### config.mk
export PLATFORM = sky130hd
export DESIGN_NAME = mips_instr_encoder
export DESIGN_NICKNAME = d
export VERILOG_FILES = /design/src/rtl/mips_instr_encoder.sv
export SDC_FILE = /design/constraint.sdc
export NUM_CORES = 1
export LEC_CHECK = 0
export BUFFER_PORTS_ARGS = -buffer_cell sky130_fd_sc_hd__buf_4
export CELL_PAD_IN_SITES_DETAIL_PLACEMENT = 1
export CELL_PAD_IN_SITES_GLOBAL_PLACEMENT = 1
export CORE_ASPECT_RATIO = 1.1
export CORE_MARGIN = 1
export CORE_UTILIZATION = 37
export DETAILED_ROUTE_END_ITERATION = 7
export PLACE_DENSITY_LB_ADDON = 0.08
export SLEW_MARGIN = 20
export SYNTH_ARGS = -nofsm -noshare
export SYNTH_HDL_FRONTEND = slang
export SYNTH_SLANG_ARGS = --single-unit
### constraint.sdc
create_clock -name clk -period 2.2 [get_ports clk]
set_input_delay 0.11 -clock clk [delete_from_list [all_inputs] [get_ports clk]]
set_output_delay 0.11 -clock clk [all_outputs]
set_load 0.02 [all_outputs]
### src/rtl/mips_instr_encoder.sv
// Encodes decoded MIPS descriptors (R-type, ADDI, ORI, ANDI, LUI, LW, BNE, BEQ) into 32-bit words with a word address.
// Latency: one cycle from input handshake to out_valid (word visible after the accepting edge).
// Backpressure: in_ready = FIFO not full (registered state only); INSTR_ENC_NOP_EN makes kind 8 a legal NOP.

module mips_instr_encoder_fifo #(
  parameter int W = 32
) (
  input  logic         clk,
  input  logic         reset,
  input  logic         push_i,
  input  logic         pop_i,
  input  logic [W-1:0] dat_i,
  output logic         vld_o,
  output logic         rdy_o,
  output logic [W-1:0] dat_o
);
  // Two-entry FIFO, 1-bit pointers; head reads as zero when empty.
  logic [W-1:0] mem_q [2];
  logic         wr_ptr_q, wr_ptr_d;
  logic         rd_ptr_q, rd_ptr_d;
  logic [1:0]   count_q, count_d;
  logic         do_push, do_pop;

  assign rdy_o   = (count_q != 2'd2);
  assign vld_o   = (count_q != 2'd0);
  assign do_push = push_i && rdy_o;
  assign do_pop  = pop_i && vld_o;
  assign dat_o   = vld_o ? mem_q[rd_ptr_q] : '0;

  always_comb begin
    wr_ptr_d = wr_ptr_q;
    rd_ptr_d = rd_ptr_q;
    count_d  = count_q;
    if (do_push) wr_ptr_d = ~wr_ptr_q;
    if (do_pop)  rd_ptr_d = ~rd_ptr_q;
    case ({do_push, do_pop})
      2'b10:   count_d = count_q + 2'd1;
      2'b01:   count_d = count_q - 2'd1;
      default: count_d = count_q;
    endcase
  end

  always_ff @(posedge clk) begin
    if (!reset) begin
      wr_ptr_q <= 1'b0;
      rd_ptr_q <= 1'b0;
      count_q  <= 2'd0;
    end else begin
      wr_ptr_q <= wr_ptr_d;
      rd_ptr_q <= rd_ptr_d;
      count_q  <= count_d;
    end
  end

  always_ff @(posedge clk) begin
    if (do_push) mem_q[wr_ptr_q] <= dat_i;
  end
endmodule

module mips_instr_encoder #(
  parameter int ADDR_WIDTH = 8,
  parameter int START_ADDR = 0
) (
  input  logic                  clk,
  input  logic                  reset,
  input  logic                  in_valid,
  output logic                  in_ready,
  input  logic [3:0]            in_kind,
  input  logic [4:0]            in_rs,
  input  logic [4:0]            in_rt,
  input  logic [4:0]            in_rd,
  input  logic [4:0]            in_shamt,
  input  logic [5:0]            in_funct,
  input  logic [15:0]           in_imm,
  output logic                  out_valid,
  input  logic                  out_ready,
  output logic [31:0]           out_instr,
  output logic [ADDR_WIDTH-1:0] out_addr,
  output logic                  err_illegal,
  output logic [7:0]            illegal_count
);
  typedef enum logic [3:0] {
    K_RTYPE = 4'd0,
    K_ADDI  = 4'd1,
    K_ORI   = 4'd2,
    K_ANDI  = 4'd3,
    K_LUI   = 4'd4,
    K_LW    = 4'd5,
    K_BNE   = 4'd6,
    K_BEQ   = 4'd7,
    K_NOP   = 4'd8
  } kind_e;

  localparam logic [5:0] OP_RTYPE = 6'h00;
  localparam logic [5:0] OP_ADDI  = 6'h08;
  localparam logic [5:0] OP_ORI   = 6'h0d;
  localparam logic [5:0] OP_ANDI  = 6'h0c;
  localparam logic [5:0] OP_LUI   = 6'h0f;
  localparam logic [5:0] OP_LW    = 6'h23;
  localparam logic [5:0] OP_BNE   = 6'h05;
  localparam logic [5:0] OP_BEQ   = 6'h04;

  localparam logic [ADDR_WIDTH-1:0] ADDR_RST = ADDR_WIDTH'(START_ADDR);
  localparam logic [ADDR_WIDTH-1:0] ADDR_ONE = ADDR_WIDTH'(1);

  logic [31:0]           enc_word;
  logic                  enc_legal;
  logic                  accept, push, pop;
  logic                  fifo_rdy, fifo_vld;
  logic [ADDR_WIDTH-1:0] addr_q, addr_d;
  logic                  err_q, err_d;
  logic [7:0]            ill_cnt_q, ill_cnt_d;

  always_comb begin
    enc_legal = 1'b1;
    enc_word  = '0;
    case (kind_e'(in_kind))
      K_RTYPE: enc_word = {OP_RTYPE, in_rs, in_rt, in_rd, in_shamt, in_funct};
      K_ADDI:  enc_word = {OP_ADDI, in_rs, in_rt, in_imm};
      K_ORI:   enc_word = {OP_ORI,  in_rs, in_rt, in_imm};
      K_ANDI:  enc_word = {OP_ANDI, in_rs, in_rt, in_imm};
      K_LUI:   enc_word = {OP_LUI,  5'd0,  in_rt, in_imm};
      K_LW:    enc_word = {OP_LW,   in_rs, in_rt, in_imm};
      K_BNE:   enc_word = {OP_BNE,  in_rs, in_rt, in_imm};
      K_BEQ:   enc_word = {OP_BEQ,  in_rs, in_rt, in_imm};
`ifdef INSTR_ENC_NOP_EN
      K_NOP:   enc_word = 32'h0000_0000;
`endif
      default: enc_legal = 1'b0;
    endcase
  end

  assign accept = in_valid && in_ready;
  assign push   = accept && enc_legal;
  assign pop    = out_valid && out_ready;

  mips_instr_encoder_fifo #(.W(32)) u_fifo (
    .clk    (clk),
    .reset  (reset),
    .push_i (push),
    .pop_i  (pop),
    .dat_i  (enc_word),
    .vld_o  (fifo_vld),
    .rdy_o  (fifo_rdy),
    .dat_o  (out_instr)
  );

  assign in_ready  = fifo_rdy;
  assign out_valid = fifo_vld;

  // Illegal descriptors complete the handshake but never consume an address.
  always_comb begin
    addr_d    = addr_q;
    err_d     = err_q;
    ill_cnt_d = ill_cnt_q;
    if (pop) addr_d = addr_q + ADDR_ONE;
    if (accept && !enc_legal) begin
      err_d = 1'b1;
      if (ill_cnt_q != 8'hFF) ill_cnt_d = ill_cnt_q + 8'd1;
    end
  end

  always_ff @(posedge clk) begin
    if (!reset) begin
      addr_q    <= ADDR_RST;
      err_q     <= 1'b0;
      ill_cnt_q <= 8'd0;
    end else begin
      addr_q    <= addr_d;
      err_q     <= err_d;
      ill_cnt_q <= ill_cnt_d;
    end
  end

  assign out_addr      = addr_q;
  assign err_illegal   = err_q;
  assign illegal_count = ill_cnt_q;
endmodule
### Yosys cells after proc, flatten, opt, wreduce, memory -nomap -nowiden

Memory sizes are Yosys's and may differ from the RTL's. A register that Yosys moved wholly into a read port is not among the register bits.
Cells that the tools add are included.

| storage, ports and cells | value |
|---|---|
| bits in registers | 21 |
| RAM bits | 64 |
| output and inout port bits | 51 |
| memories | 1 |

Memory list:

| memory | words | width | read ports | clocked after memory_dff | write ports | RTL line | source |
|---|---|---|---|---|---|---|---|
| u_fifo.mem_q | 2 | 32 | 1 | 1 | 1 | 18 | `logic [W-1:0] mem_q [2];` |

| operators by class | value |
|---|---|
| $add $sub $neg | 4 |
| eq/ne operators | 11 |
| mux-type cells | 8 |
| bitwise logic cells | 2 |
| reductions and logical operators | 12 |

Operators by type and width:

| kind | number |
|---|---|
| 32-bit case mux with 8 select lines | 1 |
| 32-bit two-way mux | 1 |
| 8-bit by 1-bit adder with 8-bit output, second input constant | 2 |
| 4-bit by 3-bit == test with 1-bit output, second input constant | 4 |
| 4-bit by 2-bit == test with 1-bit output, second input constant | 2 |
| 8-bit != test, second input constant | 1 |
| 8-bit OR reduction | 1 |
| 1-bit logical AND | 6 |
| 1-bit two-way mux | 5 |
| 4-bit by 1-bit == test with 1-bit output, second input constant | 1 |
| 4-bit logical NOT | 1 |
| 2-bit case mux with 2 select lines | 1 |
| 2-bit nonzero test | 2 |
| 2-bit by 1-bit adder with 2-bit output, second input constant | 1 |
| 2-bit by 1-bit == test with 1-bit output, second input constant | 1 |
| 2-bit == test, second input constant | 1 |
| 2-bit != test, second input constant | 1 |
| 1-bit inverter | 2 |
| 2-bit AND reduction | 1 |
| 2-bit by 1-bit subtractor with 2-bit output, second input constant | 1 |
| 1-bit logical NOT | 1 |

### Depth between registers and ports, before layout

| depth | value |
|---|---|
| word-level depth | 7 |
| depth in mapped cells | 6 |
| mapped depth without buffers | 6 |

### Modules after synthesis

Synthesis repeated with hierarchy kept, for this count alone.

| unflattened totals | value |
|---|---|
| cells, all modules | 292 |
| area, all modules | 3751.1 um^2 |

Modules (own cells, without submodules):

| module | times used | cells an instance | area each (um^2) |
|---|---|---|---|
| mips_instr_encoder_fifo | 1 | 161 | 2642.5 |
| mips_instr_encoder | 1 | 131 | 1108.6 |

### Worst setup path before layout

Ideal clock, no wire load.

| timing | value |
|---|---|
| path type | register to register |
| start point | register u_fifo.count_q[0] |
| end point | memory u_fifo.mem_q[0][0] (enable) |
| setup time | 419 ps |
| data arrival time | 2108 ps |
| data required time | 1781 ps |
| path slack | -327 ps |
| cell stages (with the launch flop) | 4 |
| period minus slack after synthesis | 2527 ps |
| path through | dfxtp_1 -> or2b_4 -> nand3b_1 -> nor2_1 |

| on the way | value |
|---|---|
| longest elaborated chain between the ends | 6 |

RTL lines:

| element | RTL line | source |
|---|---|---|
| from (decl) | 21 | `logic [1:0] count_q, count_d;` |
| from (signal assigned) | 51 | `count_q <= count_d;` |
| 2-bit != test * | 24 | `assign rdy_o = (count_q != 2'd2);` |
| via in_ready | 67 | `output logic in_ready,` |
| 1-bit logical AND | 133 | `assign accept = in_valid && in_ready;` |
| 1-bit logical AND | 134 | `assign push = accept && enc_legal;` |
| 1-bit logical AND * | 26 | `assign do_push = push_i && rdy_o;` |
| 1-bit two-way mux * | 56 | `if (do_push) mem_q[wr_ptr_q] <= dat_i;` |
| 1-bit two-way mux (implied by the code) * | 56 |  |
| to (decl) | 18 |  |

Mark *: on every way through the listed nets, which the timed path passes. The rest lies on a longest branch.

==> results.txt <==
routed wire length -> 7.91 mm
worst reg2reg startpoint -> illegal_count[0]
Synth Area per Inst -> 12.8 um2
Syn Nets -> 337
Slew HR -> 56.2%
NetSw -> 1.62 mW
total power -> 4.71 mW
Setup crit end kind -> primary output
HPWL after DPL -> 5.33 mm
number of global-route vias before repair -> 2677
hold path depth -> 2
Post-CTS Resized -> 0
Hold Path Origin -> in_rs[3]
post-synth cell types -> 36
GRT Resource Usage Total -> 16.3%
max-slew violation count -> 0
CP Max Fanout -> 14
status -> finished clean
H-tree Lvls -> 3
remaining antenna violation count after routing -> 0
TritonCTS clock tree -> built
cell breakdown of the critical path -> buf_4 -> mux2i_1 -> nor2_1 -> buf_4
Clock power frac -> 22.7%
Setup violations, final -> 0
Initial Util -> 38.4%
Setup Skew -> 12.3 ps
EDFF count, synth -> 62
most frequent CP cell -> buf_4
final instance area -> 4760 um2
placed cell areas -> 4560 um2
non-filler instance count after layout -> 512
Sw Ratio -> 34.4%
Synthesis Warnings -> 0
Site Rows -> 37
die height -> 106 um
worst-skew pair later-pin latency -> 350 ps
Die Wd -> 96.4 um
leakage -> 1.85 nW
Max Freq -> 545 MHz
RSZ-0062 raised after global routing -> false
period utilisation layout -> 83.5%
maximum VDD drop -> 0.000412 V
Vias/cell -> 5.10
maxcap violations -> 0
TritonCTS Sinks -> 84
Final nets -> 443
internal power -> 3.09 mW
critical path required time -> 2090 ps
Hold Path End -> u_fifo.mem_q[0][24]
grt total ovfl -> 0
Synth Flop Type -> edfxtp_1
antenna violations before repair -> 0
Gate power share -> 35.8%
share of layout cells above drive strength 1 -> 33.4%
path type of the worst setup path -> register to primary output
R2R Path End -> illegal_count[7]
async set-or-reset flop fraction in the synthesized netlist -> 0%
DR vias -> 2609
area grow syn2layout -> 31.4%
largest net degree at the start of global routing -> 33
Worst-Margin Slew -> 657 ps
hold buffer count at cts -> 1
Mapped Area -> 3620 um2
Core ar. -> 9440 um2
clock slew at reported path FFs -> 90 ps
CTS root buf -> clkbuf_8
Placer Congestion -> 0.733
PortBufs -> 99
die area -> 10200 um2
drc violations -> 0
first-pass GRT wire length -> 12.5 mm
Hold Crit Class -> primary input to register
DR iter-0 viols -> 96
Clock Path Buffers -> 2
sequential fraction of the synthesis area -> 63.5%
DR pass1 iterations -> 4
setup slack at placement -> 469 ps
DR WL/cell -> 15.5 um
IO Count -> 101
Cell Pwr Density -> 989 nW/um2
WP data arrival -> 1730 ps
CP Launch Type -> register
CTS buffer count -> 9
Mapped Cells -> 284
Seq pwr share -> 41.5%
FF-to-FF setup slack -> 470 ps
worst setup margin -> 364 ps
Tmin final -> 1840 ps
ANT cells -> 0
Synth Register Bits -> 84
Final Hold Fails -> 0
R2R cell count -> 6
postcts setup bufs -> 0
Max stage delay cell, worst path -> dfxtp_2
dpl cells -> 495
CP max stage delay -> 630 ps
## worst max-delay path by stage
stage | end | slack (ps) | depth (start not counted)
finish | out_instr[16] | 360 | 4
global route | out_instr[16] | 220 | 4
CTS | out_instr[26] | 310 | 4
detailed placement | illegal_count[7] | 470 | 6
global placement | u_fifo.count_q[1] | 580 | 5
floorplan | u_fifo.mem_q[0][0] | -330 | 3
## layer usage
layer | part of all wire [%] | global-route usage [%]
met1 | 41 | 19.2
met2 | 52 | 27.8
met5 | 0 | 0
met3 | 5.6 | 3.75
met4 | 1.5 | 7.46
## cell families (layout without fill, tap and decap cells)
group | after synthesis | after routing | synth area share (%)
simple gates | 94 | 94 | 13.7
flops | 84 | 84 | 63.5
compound gates | 39 | 39 | 7.77
mux | 32 | 32 | 8.84
buf+inv | 20 | 131 | 2.42
xor+xnor | 11 | 11 | 2.66
fa+ha+maj | 3 | 3 | 1.04
other cells | 1 | 1 | 0.103
## cell type report
| type | instances | area (um2) |
|---|---|---|
| Fill cell | 1020 | 4680 |
| Sequential cell | 84 | 2300 |
| Multi-Input combinational cell | 180 | 1250 |
| Timing Repair Buffer | 110 | 853 |
| Tap cell | 117 | 146 |
| Clock buffer | 10 | 128 |
| Clock inverter | 6 | 62.6 |
| Inverter | 5 | 18.8 |
## critical path, delay by kind of cell (launching register included)
family,cells,cell delay (ps)
buffers and inverters,2,480
muxes,1,210
and+or+nand+nor,1,60
DFF,1,630
## Yosys cell counts, types with 2 or more instances
cell type | instances | area share [%]
xnor2_1 | 4 | 0.97
and3_1 | 4 | 0.69
o21a_1 | 2 | 0.41
xor2_1 | 7 | 1.7
edfxtp_1 | 62 | 51
mux2i_1 | 32 | 8.8
o31ai_1 | 3 | 0.62
nand3b_1 | 2 | 0.41
a22o_1 | 16 | 3.9
a21oi_1 | 10 | 1.4
inv_1 | 5 | 0.52
nor2_1 | 50 | 5.2
nor3_1 | 3 | 0.41
dfxtp_1 | 22 | 12
nor2b_1 | 6 | 1.0
buf_2 | 7 | 0.97
nand2_1 | 4 | 0.41
o21ai_0 | 3 | 0.41
o41ai_1 | 2 | 0.48
or4_1 | 4 | 0.83
nand4_1 | 6 | 1.0
or3_1 | 3 | 0.52
clkbuf_1 | 7 | 0.73
and2_1 | 6 | 1.0
ha_1 | 3 | 1.0
## metrics by stage
stage          setup TNS, ps  util, %  hold slack (ps)
6_report                   0     50.5             53.8
5_1_grt                    0     50.5             64.3
4_1_cts                    0     50.5             42.4
3_5_place_dp               0     48.3              347
2_1_floorplan         -20300        -              227
3_3_place_gp               0     48.3              342
## power groups by stage
stage                     clock (mW)  combinational, mW  sequential (mW)
after global placement             0               1.70             1.98
final                           1.07               1.69             1.95
after global routing            1.15               1.83             1.98
after CTS                       1.10               1.73             1.96
after detailed placement           0               1.72             1.99
after floorplan                    0               1.04             1.94
## state kept, by name (all words and copies together) (netlist names), named ones only
name,flops
illegal_count,8
u_fifo.wr_ptr_q,1
err_illegal,1
u_fifo.count_q,2
u_fifo.rd_ptr_q,1
u_fifo.mem_q,62
out_addr,8
## placed cells by master, fill, tap and decap left out, types with 3 or more instances in the layout
cell type and instances:
a21oi_1 10, a22o_1 16, and2_1 6, and3_1 4, buf_4 107, clkbuf_8 9, clkinv_2 3, dfxtp_1 21
edfxtp_1 62, ha_1 3, inv_1 5, mux2i_1 32, nand2_1 4, nand4_1 6, nor2_1 47, nor2b_1 6
nor3_1 3, o21ai_0 3, o31ai_1 3, or3_1 3, or4_1 4, xnor2_1 4, xor2_1 7
No activity file was read; power rests on OpenSTA's default activity.
